### config.mk
export PLATFORM = sky130hd
export DESIGN_NAME = hbridge_ctrl
export DESIGN_NICKNAME = d
export VERILOG_FILES = /design/src/rtl/hbridge_ctrl.sv
export SDC_FILE = /design/constraint.sdc
export NUM_CORES = 1
export LEC_CHECK = 0
export ABC_AREA = 1
export BUFFER_PORTS_ARGS = -buffer_cell sky130_fd_sc_hd__buf_2
export CORE_MARGIN = 10
export CORE_UTILIZATION = 41
export DETAILED_ROUTE_END_ITERATION = 10
export PLACE_DENSITY = 0.69
export REMOVE_ABC_BUFFERS = 1
export SKIP_CTS_REPAIR_TIMING = 1
export SYNTH_ARGS = -nofsm -noshare
export SYNTH_HDL_FRONTEND = slang
export SYNTH_SLANG_ARGS = --single-unit
### constraint.sdc
create_clock -name clock -period 1.8 [get_ports clock]
set_clock_uncertainty 0.05 [all_clocks]
set_input_delay 0.27 -clock clock [delete_from_list [all_inputs] [get_ports clock]]
set_output_delay 0.27 -clock clock [all_outputs]
set_load 0.01 [all_outputs]
### src/rtl/hbridge_ctrl.sv
`default_nettype none
// ============================================================================
// Module   : hbridge_ctrl
// Brief    : H-bridge direction/brake controller with enforced dead time and
//            registered outputs. Define HBRIDGE_WDOG_EN to add the stuck-high
//            PWM watchdog and its latched FAULT state.
// Revision : 1.0 - initial release
// ============================================================================
module hbridge_ctrl #(
    parameter int DEAD_CYCLES = 16,
    parameter int WDOG_CYCLES = 1024
) (
    input  logic clock,
    input  logic reset,
    input  logic pwm_in,
    input  logic enable,
    input  logic dir_req,
    input  logic brake,
    output logic in1,
    output logic in2,
    output logic busy,
    output logic fault
);

    localparam logic [2:0] c_IDLE  = 3'd0;
    localparam logic [2:0] c_DEAD  = 3'd1;
    localparam logic [2:0] c_DRIVE = 3'd2;
    localparam logic [2:0] c_BRAKE = 3'd3;
`ifdef HBRIDGE_WDOG_EN
    localparam logic [2:0] c_FAULT = 3'd4;
`endif

    localparam logic [7:0] c_DEAD_LOAD = 8'(DEAD_CYCLES - 1);

    logic [2:0] r_state;
    logic [2:0] w_state_nxt;
    logic [7:0] r_dead_cnt;
    logic [7:0] w_dead_nxt;
    logic       r_dir_q;
    logic       w_dir_nxt;
    logic       w_in_fault;
    logic       w_wdog_hit;

    logic       w_in1;
    logic       w_in2;
    logic       w_busy;
    logic       r_in1;
    logic       r_in2;
    logic       r_busy;

`ifdef HBRIDGE_WDOG_EN
    localparam logic [15:0] c_WDOG_LAST = 16'(WDOG_CYCLES - 1);

    logic [15:0] r_wdog_cnt;
    logic        r_fault;

    // Counts only uninterrupted pwm-high cycles spent in DRIVE.
    always_ff @(posedge clock) begin
        if (reset) begin
            r_wdog_cnt <= '0;
        end else if (r_state == c_DRIVE && pwm_in) begin
            r_wdog_cnt <= r_wdog_cnt + 16'd1;
        end else begin
            r_wdog_cnt <= '0;
        end
    end

    assign w_wdog_hit = (r_state == c_DRIVE) && pwm_in && (r_wdog_cnt == c_WDOG_LAST);
    assign w_in_fault = (r_state == c_FAULT);
`else
    assign w_wdog_hit = 1'b0;
    assign w_in_fault = 1'b0;
`endif

    // State register
    always_ff @(posedge clock) begin
        if (reset) begin
            r_state    <= c_IDLE;
            r_dead_cnt <= '0;
            r_dir_q    <= 1'b0;
        end else begin
            r_state    <= w_state_nxt;
            r_dead_cnt <= w_dead_nxt;
            r_dir_q    <= w_dir_nxt;
        end
    end

    // Next-state logic
    always_comb begin
        w_state_nxt = r_state;
        w_dead_nxt  = r_dead_cnt;
        w_dir_nxt   = r_dir_q;
        case (r_state)
            c_IDLE: begin
                if (enable) begin
                    w_state_nxt = c_DEAD;
                    w_dead_nxt  = c_DEAD_LOAD;
                end
            end
            c_DEAD: begin
                // dir_req and brake are only looked at on the exit edge.
                if (r_dead_cnt == 8'd0) begin
                    w_state_nxt = brake ? c_BRAKE : c_DRIVE;
                    w_dir_nxt   = dir_req;
                end else begin
                    w_dead_nxt = r_dead_cnt - 8'd1;
                end
            end
            c_DRIVE: begin
                if (w_wdog_hit) begin
`ifdef HBRIDGE_WDOG_EN
                    w_state_nxt = c_FAULT;
`endif
                end else if (brake || (dir_req != r_dir_q)) begin
                    w_state_nxt = c_DEAD;
                    w_dead_nxt  = c_DEAD_LOAD;
                end
            end
            c_BRAKE: begin
                if (!brake) begin
                    w_state_nxt = c_DEAD;
                    w_dead_nxt  = c_DEAD_LOAD;
                end
            end
            default: begin
                if (!w_in_fault) begin
                    w_state_nxt = c_IDLE;
                end
            end
        endcase
        // Dropping enable wins over everything except a latched fault.
        if (!enable && !w_in_fault) begin
            w_state_nxt = c_IDLE;
            w_dead_nxt  = '0;
        end
    end

    // Output decode from the current state; registered below.
    always_comb begin
        w_in1  = 1'b0;
        w_in2  = 1'b0;
        w_busy = 1'b0;
        case (r_state)
            c_DEAD: begin
                w_busy = 1'b1;
            end
            c_DRIVE: begin
                w_in1 = pwm_in & ~r_dir_q;
                w_in2 = pwm_in &  r_dir_q;
            end
            c_BRAKE: begin
                w_in1 = 1'b1;
                w_in2 = 1'b1;
            end
            default: begin
                w_in1 = 1'b0;
            end
        endcase
    end

    always_ff @(posedge clock) begin
        if (reset) begin
            r_in1  <= 1'b0;
            r_in2  <= 1'b0;
            r_busy <= 1'b0;
        end else begin
            r_in1  <= w_in1;
            r_in2  <= w_in2;
            r_busy <= w_busy;
        end
    end

`ifdef HBRIDGE_WDOG_EN
    always_ff @(posedge clock) begin
        if (reset) begin
            r_fault <= 1'b0;
        end else begin
            r_fault <= w_in_fault;
        end
    end

    assign fault = r_fault;
`else
    assign fault = 1'b0;
`endif

    assign in1  = r_in1;
    assign in2  = r_in2;
    assign busy = r_busy;

endmodule
`default_nettype wire

==> report_table.html, run 1 <==
<table>
<tr><th>Metric</th><th>Value</th></tr>
<tr><th colspan="2">Drt</th></tr>
<tr><td>First-iteration detailed-routing DRC count</td><td>17</td></tr>
<tr><td>Final routed wirelength across all metal layers</td><td>between 1.5 and 2 mm</td></tr>
<tr><td>Number of remaining DRC errors</td><td>0</td></tr>
<tr><td>Post-DR vias/cell</td><td>approximately 4.7</td></tr>
<tr><td>First drt pass iteration count</td><td>4</td></tr>
<tr><td>Detail-routed net length per standard cell</td><td>10.36 um</td></tr>
<tr><td>Count of antenna-violating nets left after detailed routing</td><td>0</td></tr>
<tr><td>Vias after detailed routing</td><td>roughly 720</td></tr>
<tr><th colspan="2">Placed design</th></tr>
<tr><td>Instance area at placement</td><td>between 800 and 900 um^2</td></tr>
<tr><td>Port-buffer cells</td><td>8</td></tr>
<tr><td>Routability Congestion</td><td>between 0.8 and 0.9</td></tr>
<tr><td>Post-place setup slack</td><td>about 0.31 ns</td></tr>
<tr><td>Final HPWL from detailed placement</td><td>1.263 mm</td></tr>
<tr><th colspan="2">Floorplanning</th></tr>
<tr><td>Die Footprint</td><td>around 0.0040 mm^2</td></tr>
<tr><td>Vertical extent of the die</td><td>~63 um</td></tr>
<tr><td>I/O pin count</td><td>10</td></tr>
<tr><td>Standard-cell row count</td><td>15</td></tr>
<tr><td>Die X</td><td>63.11 um</td></tr>
<tr><td>Effective utilization at floorplan</td><td>43.66%</td></tr>
<tr><td>Standard cell core area</td><td>roughly 0.0017 mm^2</td></tr>
<tr><th colspan="2">Setup path</th></tr>
<tr><td>Crit Reg-Reg Endpoint</td><td>r_dead_cnt[3]$_SDFFE_PP0P_</td></tr>
<tr><td>Worst reg-to-reg setup slack</td><td>between 0.2 and 0.3 ns</td></tr>
<tr><td>Arr. time, crit path</td><td>~1.6 ns</td></tr>
<tr><td>Critical Path Start Type</td><td>register</td></tr>
<tr><td>Kind of capture point of the worst setup path</td><td>register</td></tr>
<tr><td>CP Max Fanout</td><td>9</td></tr>
<tr><td>Endpoint required time on the critical path</td><td>1.91 ns</td></tr>
<tr><td>Startpoint of the worst-slack reg-to-reg timing path</td><td>r_dead_cnt[0]$_SDFFE_PP0P_</td></tr>
<tr><td>Buffers and inverters on the worst path</td><td>2</td></tr>
<tr><td>Logic depth of the worst register-to-register path</td><td>9</td></tr>
<tr><td>Last element of the critical path</td><td>r_dead_cnt[3]$_SDFFE_PP0P_</td></tr>
<tr><td>Cell count along the critical path</td><td>9</td></tr>
<tr><td>Crit Path Class</td><td>register to register</td></tr>
<tr><td>Largest stage delay, worst path</td><td>~0.32 ns</td></tr>
<tr><td>Worst path cell trace</td><td>inv_1 -&gt; ha_1 -&gt; nand3_1 -&gt; nor2_4 -&gt; nand2_4 -&gt; nand2_4 -&gt; inv_2 -&gt; nand2_1 -&gt; a21oi_1</td></tr>
<tr><td>Timing startpoint of the critical path</td><td>r_dead_cnt[0]$_SDFFE_PP0P_</td></tr>
<tr><td>Family with the most delay on the worst path</td><td>simple AND/OR/NAND/NOR gates</td></tr>
<tr><td>Cell with the largest stage delay on the worst path</td><td>dfxtp_1</td></tr>
<tr><td>Most frequent cell on the critical path</td><td>nand2_4</td></tr>
<tr><th colspan="2">Power and ir drop</th></tr>
<tr><td>Fraction of power spent switching nets</td><td>between 20% and 30%</td></tr>
<tr><td>Net switching power</td><td>approximately 190 uW</td></tr>
<tr><td>Clock network fraction of design power</td><td>between 20% and 30%</td></tr>
<tr><td>LEAKAGE</td><td>around 0.00041 uW</td></tr>
<tr><td>Part of the total power dissipated in sequential elements</td><td>a little over half</td></tr>
<tr><td>Internal Dissipation</td><td>around 440 uW</td></tr>
<tr><td>Largest voltage drop on the vdd net</td><td>approximately 0.00044 V</td></tr>
<tr><td>Pwr per Cell Area</td><td>744.2 mW/mm^2</td></tr>
<tr><td>Comb power frac</td><td>about 20%</td></tr>
<tr><th colspan="2">GRT</th></tr>
<tr><td>Antenna violations before repair</td><td>0</td></tr>
<tr><td>Global-route usage over all layers</td><td>8.603%</td></tr>
<tr><td>Global route overflow</td><td>0</td></tr>
<tr><td>Via count of the first global-routing pass</td><td>between 600 and 700</td></tr>
<tr><td>Global-route wire length before repair</td><td>between 2 and 3 mm</td></tr>
<tr><td>Maximum number of pins on one net before global-route repair</td><td>10</td></tr>
<tr><th colspan="2">Worst hold path</th></tr>
<tr><td>Worst min-delay path category</td><td>primary input to register</td></tr>
<tr><td>Hold Startpoint</td><td>reset</td></tr>
<tr><th colspan="2">Timing</th></tr>
<tr><td>Setup Total Neg Slack</td><td>0 ns</td></tr>
<tr><td>Upper clock frequency limit</td><td>0.6645 GHz</td></tr>
<tr><td>Final hold violation count</td><td>0</td></tr>
<tr><td>Final max-slew violation count</td><td>0</td></tr>
<tr><td>Portion of the clock cycle consumed by the worst path in the final layout</td><td>83.60%</td></tr>
<tr><td>Final setup slack of the worst path</td><td>a little under 0.3 ns</td></tr>
<tr><td>Min cycle time layout</td><td>1.505 ns</td></tr>
<tr><td># setup viols final</td><td>0</td></tr>
<tr><td>RSZ-0062 raised after global routing</td><td>false</td></tr>
<tr><th colspan="2">Clock network</th></tr>
<tr><td>Clock tree root buffer cell</td><td>clkbuf_4</td></tr>
<tr><td>CTS tree</td><td>yes</td></tr>
<tr><td>Clock transition at path regs</td><td>0.08 ns</td></tr>
<tr><td>Bufs on Longest Clock Path</td><td>2</td></tr>
<tr><td>Number of clock sinks</td><td>14</td></tr>
<tr><td>Later-pin clock latency in the skew report</td><td>0.28 ns</td></tr>
<tr><td>H-Tree Depth</td><td>1</td></tr>
<tr><td>Clock buffers created by TritonCTS</td><td>3</td></tr>
<tr><th colspan="2">Synth</th></tr>
<tr><td>Synth top area share</td><td>between 30% and 40%</td></tr>
<tr><td>Total standard cell area after synthesis</td><td>between 700 and 800 um^2</td></tr>
<tr><td>Most common cell in the synthesized netlist</td><td>nand2_1</td></tr>
<tr><td>Cell taking the most area after synthesis</td><td>dfxtp_1</td></tr>
<tr><td>Count of flip-flops with a built-in enable after synthesis</td><td>0</td></tr>
<tr><td>Post-Syn Instances</td><td>118</td></tr>
<tr><td>Most used standard cells in the synthesized netlist</td><td>nand2_1, nor2_1, inv_1</td></tr>
<tr><td>Syn Area/Cell</td><td>about 6.5 um^2</td></tr>
<tr><td>Number of flip-flops and latches in the synthesized netlist</td><td>14</td></tr>
<tr><td>Sequential element share of the synthesized area</td><td>36.78%</td></tr>
<tr><td>Async set-reset flop share out of synthesis</td><td>0%</td></tr>
<tr><td>Most frequently used flop master after synthesis</td><td>dfxtp_1</td></tr>
<tr><td>Cell types with the largest area share after synthesis</td><td>dfxtp_1, nand2_1, nor2_1</td></tr>
<tr><td>Yosys warns</td><td>0</td></tr>
<tr><td>Yosys cell types</td><td>18</td></tr>
<tr><th colspan="2">Final layout</th></tr>
<tr><td>ANT cells</td><td>0</td></tr>
<tr><td>Fill cell count</td><td>around 180</td></tr>
<tr><td>Layout cell share with drive strength beyond 1</td><td>between 10% and 20%</td></tr>
<tr><td>Post-layout net count</td><td>138</td></tr>
<tr><td>Utilization after layout</td><td>around half</td></tr>
<tr><td>Area of all placed cells without fillers</td><td>between 800 and 900 um^2</td></tr>
<tr><td>Layout Area Growth over Synthesis</td><td>11.33%</td></tr>
<tr><th colspan="2">Flow run</th></tr>
<tr><td>Max-cap viol count</td><td>0</td></tr>
<tr><th colspan="2">Outcome</th></tr>
<tr><td>Status</td><td>complete, no violations</td></tr>
</table>
## power groups by stage
stage          clock network [uW]  logic (uW)  registers, uW
2_1_floorplan                   0        96.8            339
3_3_place_gp                    0         122            342
3_5_place_dp                    0         124            342
4_1_cts                       177         125            334
5_1_grt                       193         145            336
6_report                      173         124            334
## sequential cells by signal, summed over array words and instances (netlist names)
signal      flops
in1             1
busy            1
r_dead_cnt      8
r_state         2
in2             1
r_dir_q         1
## worst min path at each step
| stage | endpoint | slack (ns) | cells past startpoint |
|---|---|---|---|
| 4_1_cts | busy$_SDFF_PP0_ | 0.10 | 2 |
| 5_1_grt | busy$_SDFF_PP0_ | 0.1 | 2 |
| 3_5_place_dp | r_dead_cnt[0]$_SDFFE_PP0P_ | 0.39 | 1 |
| 2_1_floorplan | busy$_SDFF_PP0_ | 0.29 | 1 |
| 6_report | busy$_SDFF_PP0_ | 0.10 | 2 |
| 3_3_place_gp | r_dead_cnt[0]$_SDFFE_PP0P_ | 0.39 | 1 |
## area by class of cell
cell class / instances / area, um^2 / share of cell area (%)
flip-flops and latches: 14 / 280.3 / 33.04
clock buffers: 3 / 22.52 / 2.655
repair buffers: 8 / 40.04 / 4.720
multi-input cells: 85 / 406.6 / 47.94
inverters: 18 / 67.56 / 7.965
well taps: 25 / 31.28 / 3.687
## cell usage in the layout, fill, tap and decap left out, types with 7 or more instances in the layout
| master | count |
|---|---|
| nand3_1 | 7 |
| nor2_1 | 17 |
| dfxtp_1 | 14 |
| inv_1 | 15 |
| buf_2 | 8 |
| a21oi_1 | 11 |
| nand2_1 | 33 |
## worst reg2reg max path, stage by stage (launching register included)
cell     delay (ns)
dfxtp_1        0.32
inv_1          0.15
ha_1           0.18
nand3_1        0.12
nor2_4         0.15
nand2_4        0.08
nand2_4        0.13
inv_2          0.07
nand2_1        0.06
a21oi_1        0.06
## layer usage
layer / wire [um] / GRT usage (%) / up-vias
li1: - / - / 384
met1: 673 / 8.350 / 309
met2: 749 / 15.10 / 20
met3: 116 / 4.417 / 10
met4: 45 / 3.352 / 0
met5: 0 / 0 / -
## stage by stage
| stage | hold slack (ns) | cells | power (uW) |
|---|---|---|---|
| final | 0.1026 | 153 | 631.3 |
| after global routing | 0.09551 | 153 | 674.5 |
| after CTS | 0.1015 | 153 | 635.9 |
| after detailed placement | 0.3923 | 150 | 465.6 |
| after global placement | 0.3857 | 150 | 463.9 |
| after floorplan | 0.2924 | 117 | 436.3 |
## cells by family after synthesis
| logic type | after synthesis | share of synthesized area (%) |
|---|---|---|
| simple gates | 66 | 38.59 |
| buf+inv | 19 | 9.852 |
| compound gates | 15 | 9.851 |
| flops | 14 | 36.78 |
| fa+ha+maj | 2 | 3.284 |
| xor+xnor | 1 | 1.150 |
| other cells | 1 | 0.4921 |
Power figures use the tool's default switching activity.
==> run 2: changes to the inputs <==
- clock period: 1.8 -> 1.4 ns (I/O delays scaled with it)
==> run 2 against run 1 <==
Worst hold slack worse by 0.053 ns. Core utilization up 6.9 points. Routed wire length is 11% higher. Highest routed layer unchanged. Sequential share of layout area is 3.7 points lower. Via count is 7.5% higher. Clock power increased by 28%. Flip-flop and latch count unchanged. Sequential power up 30%. Count of clock-buffer cells in the layout is the same. Critical path type unchanged. Largest cell class unchanged.
==> report_table.html, run 2 (synthesized netlist as in run 1, its figures left out) <==
<table>
<tr><th>Metric</th><th>Value</th></tr>
<tr><th colspan="2">Setup path</th></tr>
<tr><td>Timing startpoint of the critical path</td><td>r_dead_cnt[1]$_SDFFE_PP0P_</td></tr>
<tr><td>Arr. time, crit path</td><td>between 1 and 1.5 ns</td></tr>
<tr><td>Endpoint required time on the critical path</td><td>~1.5 ns</td></tr>
<tr><td>CP Max Fanout</td><td>6</td></tr>
<tr><td>Cell with the largest stage delay on the worst path</td><td>dfxtp_2</td></tr>
<tr><td>Critical Path Start Type</td><td>register</td></tr>
<tr><td>Most frequent cell on the critical path</td><td>nor2_1</td></tr>
<tr><td>Family with the most delay on the worst path</td><td>simple AND/OR/NAND/NOR gates</td></tr>
<tr><td>Worst path cell trace</td><td>inv_2 -&gt; ha_4 -&gt; nand3_2 -&gt; nor2_4 -&gt; nand2_4 -&gt; nand2_8 -&gt; nor2_1 -&gt; nor2_1 -&gt; nor2_1</td></tr>
<tr><td>Largest stage delay, worst path</td><td>between 0.3 and 0.4 ns</td></tr>
<tr><td>Startpoint of the worst-slack reg-to-reg timing path</td><td>r_dead_cnt[1]$_SDFFE_PP0P_</td></tr>
<tr><td>Crit Path Class</td><td>register to register</td></tr>
<tr><td>Kind of capture point of the worst setup path</td><td>register</td></tr>
<tr><td>Buffers and inverters on the worst path</td><td>1</td></tr>
<tr><th colspan="2">Final layout</th></tr>
<tr><td>Post-layout net count</td><td>roughly 150</td></tr>
<tr><td>Fill cell count</td><td>167</td></tr>
<tr><td>Layout Area Growth over Synthesis</td><td>27.09%</td></tr>
<tr><td>Layout cell share with drive strength beyond 1</td><td>between 20% and 30%</td></tr>
<tr><td>Sequential Area</td><td>between 200 and 300 um^2</td></tr>
<tr><td>Utilization after layout</td><td>a little under three fifths</td></tr>
<tr><td>Largest regs</td><td>r_dead_cnt (8), r_state (2)</td></tr>
<tr><td>Count of non-filler cells in the finished layout</td><td>160</td></tr>
<tr><td>ANT cells</td><td>0</td></tr>
<tr><td>Flip-flop count of the largest register, all copies and words added</td><td>8</td></tr>
<tr><td>Area of all placed cells without fillers</td><td>about 970 um^2</td></tr>
<tr><td>Area taken by multi-input logic gates</td><td>approximately 470 um^2</td></tr>
<tr><td>Commonest cells after routing, fill and taps aside</td><td>nand2_1, nor2_1, inv_1</td></tr>
<tr><td>Top register by number of flip-flops</td><td>r_dead_cnt</td></tr>
<tr><td>Most frequent standard cell in the layout excluding fill and tap cells</td><td>nand2_1</td></tr>
<tr><th colspan="2">GRT</th></tr>
<tr><td>Maximum number of pins on one net before global-route repair</td><td>10</td></tr>
<tr><td>Global-route wire length before repair</td><td>2.739 mm</td></tr>
<tr><td>Global-route usage over all layers</td><td>about 8.2%</td></tr>
<tr><td>Global route overflow</td><td>0</td></tr>
<tr><td>Antenna violations before repair</td><td>0</td></tr>
<tr><td>Via count of the first global-routing pass</td><td>680</td></tr>
<tr><th colspan="2">Floorplanning</th></tr>
<tr><td>I/O pin count</td><td>10</td></tr>
<tr><td>Vertical extent of the die</td><td>63.11 um</td></tr>
<tr><td>Die Footprint</td><td>between 0.003 and 0.004 mm^2</td></tr>
<tr><td>Standard-cell row count</td><td>15</td></tr>
<tr><td>Standard cell core area</td><td>~0.0017 mm^2</td></tr>
<tr><td>Die X</td><td>about 63 um</td></tr>
<tr><td>Effective utilization at floorplan</td><td>between 40% and 50%</td></tr>
<tr><th colspan="2">Timing</th></tr>
<tr><td>Upper clock frequency limit</td><td>between 0.7 and 0.8 GHz</td></tr>
<tr><td>Final hold violation count</td><td>0</td></tr>
<tr><td># setup viols final</td><td>0</td></tr>
<tr><td>Portion of the clock cycle consumed by the worst path in the final layout</td><td>between 90 and 100%</td></tr>
<tr><td>Hold slack final</td><td>0.04913 ns</td></tr>
<tr><td>Final max-slew violation count</td><td>0</td></tr>
<tr><td>Min cycle time layout</td><td>1.309 ns</td></tr>
<tr><th colspan="2">Clock network</th></tr>
<tr><td>Bufs on Longest Clock Path</td><td>2</td></tr>
<tr><td>H-Tree Depth</td><td>1</td></tr>
<tr><td>CTS tree</td><td>yes</td></tr>
<tr><td>Later-pin clock latency in the skew report</td><td>approximately 0.27 ns</td></tr>
<tr><td>Number of clock sinks</td><td>14</td></tr>
<tr><td>Clock tree root buffer cell</td><td>clkbuf_4</td></tr>
<tr><td>Clock buffers created by TritonCTS</td><td>3</td></tr>
<tr><td>Clock transition at path regs</td><td>approximately 0.080 ns</td></tr>
<tr><th colspan="2">Worst hold path</th></tr>
<tr><td>Hold Startpoint</td><td>reset</td></tr>
<tr><td>Worst min-delay path category</td><td>primary input to register</td></tr>
<tr><th colspan="2">Flow run</th></tr>
<tr><td>Max-cap viol count</td><td>0</td></tr>
<tr><th colspan="2">Power and ir drop</th></tr>
<tr><td>LEAKAGE</td><td>between 0.0004 and 0.0005 uW</td></tr>
<tr><td>Largest voltage drop on the vdd net</td><td>0.0007651 V</td></tr>
<tr><td>Pwr per Cell Area</td><td>885.0 mW/mm^2</td></tr>
<tr><td>Total power</td><td>approximately 860 uW</td></tr>
<tr><th colspan="2">Placed design</th></tr>
<tr><td>Placed insts</td><td>~150</td></tr>
<tr><td>Final HPWL from detailed placement</td><td>1.270 mm</td></tr>
<tr><td>Port-buffer cells</td><td>8</td></tr>
<tr><td>Routability Congestion</td><td>0.8153</td></tr>
<tr><td>Instance area at placement</td><td>between 800 and 900 um^2</td></tr>
<tr><th colspan="2">Drt</th></tr>
<tr><td>Post-DR vias/cell</td><td>~5</td></tr>
<tr><td>First-iteration detailed-routing DRC count</td><td>20</td></tr>
<tr><td>First drt pass iteration count</td><td>4</td></tr>
<tr><td>Count of antenna-violating nets left after detailed routing</td><td>0</td></tr>
<tr><td>Vias after detailed routing</td><td>approximately 800</td></tr>
<tr><td>Number of remaining DRC errors</td><td>0</td></tr>
<tr><td>Final routed wirelength across all metal layers</td><td>1.755 mm</td></tr>
<tr><td>Detail-routed net length per standard cell</td><td>approximately 11 um</td></tr>
<tr><th colspan="2">Outcome</th></tr>
<tr><td>Status</td><td>complete, no violations</td></tr>
</table>
run 2: cell types whose count changed in the layout (fill, tap and decap cells not counted), moves of 2 or more:
cell | before | now
buf_4 | 0 | 6
dfxtp_1 | 14 | 11
dfxtp_2 | 0 | 3
ha_1 | 2 | 0
ha_4 | 0 | 2
inv_1 | 15 | 13
inv_4 | 0 | 2
nor2_4 | 1 | 3
run 2: worst paths after layout:
check        slack, ns                          to  cells past startpoint
max               0.09  r_dead_cnt[7]$_SDFFE_PP0P_                      9
min               0.05             busy$_SDFF_PP0_                      2
max reg2reg       0.09  r_dead_cnt[7]$_SDFFE_PP0P_                      9
min reg2reg       0.43              in2$_SDFF_PP0_                      2
run 2: layout make-up:
class | count | area share [%]
Clock buffer | 3 | 2.326
Sequential cell | 14 | 29.33
Tap cell | 25 | 3.230
Timing Repair Buffer | 14 | 8.786
Multi-Input combinational cell | 86 | 48.84
Inverter | 18 | 7.494
run 2: report_power, final:
group / internal [uW] / total, uW / switching (uW) / leakage, uW
combinational: 82.8 / 201 / 118 / 0.000335
sequential: 416 / 435 / 19.0 / 0.000115
clock: 99.6 / 221 / 121 / 0.0000138
total: 598 / 857 / 259 / 0.000464
run 2: stage by stage:
stage	worst slack, ns	TNS (ns)
after floorplan	0.05343	0
after global placement	0.03976	0
after detailed placement	-0.001006	-0.001006
after CTS	-0.01381	-0.03179
after global routing	-0.01756	-0.01756
final	0.09102	0
run 2: routing by layer:
layer  up-vias  track usage (%)  wire (um)
met4         0            1.676         10
met3         2            3.710        124
met2        25            13.83        829
li1        400                -          -
met5         -                0          0
met1       350            9.218        791
==> run 3: changes to the inputs <==
- REMOVE_ABC_BUFFERS: 1 -> default
==> run 3 against run 2 <==
First-iteration DRC count rose by 20%. Combinational power rose by 3%. Critical path type unchanged. Sequential share of layout area barely moved. Highest routed layer unchanged. Count of clock-buffer cells in the layout did not move. Critical endpoint unchanged.
==> report_table.html, run 3 (synthesized netlist as in run 1, its figures left out) <==
<table>
<tr><th>Metric</th><th>Value</th></tr>
<tr><th colspan="2">Outcome</th></tr>
<tr><td>Status</td><td>complete, no violations</td></tr>
<tr><th colspan="2">Final layout</th></tr>
<tr><td>Largest regs</td><td>r_dead_cnt (8), r_state (2)</td></tr>
<tr><td>Layout Area Growth over Synthesis</td><td>26.44%</td></tr>
<tr><td>ANT cells</td><td>0</td></tr>
<tr><td>Count of non-filler cells in the finished layout</td><td>159</td></tr>
<tr><td>Area taken by multi-input logic gates</td><td>478.0 um^2</td></tr>
<tr><td>Top register by number of flip-flops</td><td>r_dead_cnt</td></tr>
<tr><td>Sequential Area</td><td>around 280 um^2</td></tr>
<tr><td>Most frequent standard cell in the layout excluding fill and tap cells</td><td>nand2_1</td></tr>
<tr><td>Post-layout net count</td><td>around 140</td></tr>
<tr><td>Commonest cells after routing, fill and taps aside</td><td>nand2_1, nor2_1, inv_1</td></tr>
<tr><td>Layout cell share with drive strength beyond 1</td><td>27.61%</td></tr>
<tr><td>Flip-flop count of the largest register, all copies and words added</td><td>8</td></tr>
<tr><td>Fill cell count</td><td>about 170</td></tr>
<tr><th colspan="2">Timing</th></tr>
<tr><td>Hold slack final</td><td>0.04641 ns</td></tr>
<tr><td>Portion of the clock cycle consumed by the worst path in the final layout</td><td>a little over nine tenths</td></tr>
<tr><td>Min cycle time layout</td><td>about 1.4 ns</td></tr>
<tr><td>Final max-slew violation count</td><td>0</td></tr>
<tr><td># setup viols final</td><td>0</td></tr>
<tr><td>Upper clock frequency limit</td><td>about 0.73 GHz</td></tr>
<tr><td>Final hold violation count</td><td>0</td></tr>
<tr><th colspan="2">Drt</th></tr>
<tr><td>Post-DR vias/cell</td><td>4.843</td></tr>
<tr><td>Vias after detailed routing</td><td>between 700 and 800</td></tr>
<tr><td>First drt pass iteration count</td><td>4</td></tr>
<tr><td>Count of antenna-violating nets left after detailed routing</td><td>0</td></tr>
<tr><td>Final routed wirelength across all metal layers</td><td>approximately 1.8 mm</td></tr>
<tr><td>First-iteration detailed-routing DRC count</td><td>24</td></tr>
<tr><td>Detail-routed net length per standard cell</td><td>~11 um</td></tr>
<tr><td>Number of remaining DRC errors</td><td>0</td></tr>
<tr><th colspan="2">Setup path</th></tr>
<tr><td>CP Max Fanout</td><td>6</td></tr>
<tr><td>Critical Path Start Type</td><td>register</td></tr>
<tr><td>Startpoint of the worst-slack reg-to-reg timing path</td><td>r_dead_cnt[2]$_SDFFE_PP0P_</td></tr>
<tr><td>Most frequent cell on the critical path</td><td>nor2_1</td></tr>
<tr><td>Endpoint required time on the critical path</td><td>around 1.6 ns</td></tr>
<tr><td>Crit Path Class</td><td>register to register</td></tr>
<tr><td>Logic depth of the worst register-to-register path</td><td>7</td></tr>
<tr><td>Worst path cell trace</td><td>nor2_2 -&gt; nand2_2 -&gt; nor2_4 -&gt; nand2_4 -&gt; a21oi_1 -&gt; nor2_1 -&gt; nor2_1</td></tr>
<tr><td>Largest stage delay, worst path</td><td>around 0.38 ns</td></tr>
<tr><td>Arr. time, crit path</td><td>around 1.5 ns</td></tr>
<tr><td>Cell with the largest stage delay on the worst path</td><td>dfxtp_1</td></tr>
<tr><td>Timing startpoint of the critical path</td><td>r_dead_cnt[2]$_SDFFE_PP0P_</td></tr>
<tr><td>Kind of capture point of the worst setup path</td><td>register</td></tr>
<tr><th colspan="2">Floorplanning</th></tr>
<tr><td>Standard-cell row count</td><td>15</td></tr>
<tr><td>Standard cell core area</td><td>~0.0017 mm^2</td></tr>
<tr><td>Die X</td><td>~63 um</td></tr>
<tr><td>Effective utilization at floorplan</td><td>43.66%</td></tr>
<tr><td>I/O pin count</td><td>10</td></tr>
<tr><td>Vertical extent of the die</td><td>around 63 um</td></tr>
<tr><td>Die Footprint</td><td>around 0.0040 mm^2</td></tr>
<tr><th colspan="2">Power and ir drop</th></tr>
<tr><td>Pwr per Cell Area</td><td>~900 mW/mm^2</td></tr>
<tr><td>LEAKAGE</td><td>0.0004570 uW</td></tr>
<tr><td>Largest voltage drop on the vdd net</td><td>just over 0.0007 V</td></tr>
<tr><th colspan="2">GRT</th></tr>
<tr><td>Antenna violations before repair</td><td>0</td></tr>
<tr><td>Via count of the first global-routing pass</td><td>roughly 650</td></tr>
<tr><td>Global-route wire length before repair</td><td>about 2.8 mm</td></tr>
<tr><td>Maximum number of pins on one net before global-route repair</td><td>10</td></tr>
<tr><td>Global route overflow</td><td>0</td></tr>
<tr><td>Global-route usage over all layers</td><td>under 10%</td></tr>
<tr><th colspan="2">Clock network</th></tr>
<tr><td>Clock transition at path regs</td><td>about 0.080 ns</td></tr>
<tr><td>Clock buffers created by TritonCTS</td><td>3</td></tr>
<tr><td>H-Tree Depth</td><td>1</td></tr>
<tr><td>Later-pin clock latency in the skew report</td><td>~0.28 ns</td></tr>
<tr><td>Bufs on Longest Clock Path</td><td>2</td></tr>
<tr><td>Number of clock sinks</td><td>14</td></tr>
<tr><td>CTS tree</td><td>yes</td></tr>
<tr><td>Clock tree root buffer cell</td><td>clkbuf_4</td></tr>
<tr><th colspan="2">Worst hold path</th></tr>
<tr><td>Worst min-delay path category</td><td>primary input to register</td></tr>
<tr><td>Hold-critical path depth</td><td>2</td></tr>
<tr><td>Hold Startpoint</td><td>reset</td></tr>
<tr><th colspan="2">Placed design</th></tr>
<tr><td>Final HPWL from detailed placement</td><td>between 1 and 1.5 mm</td></tr>
<tr><td>Placed insts</td><td>152</td></tr>
<tr><td>Port-buffer cells</td><td>8</td></tr>
<tr><td>Routability Congestion</td><td>around 0.8</td></tr>
<tr><th colspan="2">Flow run</th></tr>
<tr><td>Max-cap viol count</td><td>0</td></tr>
<tr><th colspan="2">Synth</th></tr>
<tr><td>Post-synthesis net count</td><td>around 130</td></tr>
</table>
[run 3: area by class of cell]
class	count	area share, %
repair buffers	13	8.442
clock buffers	3	2.338
well taps	25	3.247
multi-input cells	86	49.61
flip-flops and latches	14	29.35
inverters	18	7.013
[run 3: through the flow]
step           area [um^2]  util [%]  total power (uW)  TNS (ns)  worst slack [ns]
2_1_floorplan        762.0         -             563.0         0           0.05343
3_3_place_gp         840.8     48.17             601.9         0           0.03484
3_5_place_dp         840.8     48.17             603.2  -0.02594          -0.01115
4_1_cts              863.3     49.46             827.4   -0.1260          -0.02489
5_1_grt              963.4     55.20             917.8   -0.1445          -0.06034
6_report             963.4     55.20             868.2         0           0.02685
[run 3: path summary, 6_finish.rpt]
| path | endpoint | slack, ns |
|---|---|---|
| setup / recovery | r_dead_cnt[7]$_SDFFE_PP0P_ | 0.03 |
| hold / removal | busy$_SDFF_PP0_ | 0.05 |
| setup reg to reg | r_dead_cnt[7]$_SDFFE_PP0P_ | 0.03 |
| hold reg to reg | r_dead_cnt[0]$_SDFFE_PP0P_ | 0.40 |
[run 3: layer usage]
layer | GRT usage (%) | routed length (um) | up-vias
met4 | 1.676 | 14 | 0
met2 | 13.20 | 869 | 20
met1 | 9.428 | 809 | 347
met3 | 4.240 | 104 | 4
li1 | - | - | 399
met5 | 0 | 0 | -
[run 3: critical path, delay by kind of cell (launching register included)]
kind               cells  cell delay, ns
and+or+nand+nor        6            0.68
DFF                    1            0.38
AOI/OAI and AO/OA      1            0.21
[run 3: power breakdown]
group          leakage [uW]  switching [uW]  internal, uW
Sequential         0.000115            17.5           416
Combinational      0.000328             122          85.7
Clock             0.0000138             128          99.8
Total              0.000457             267           601
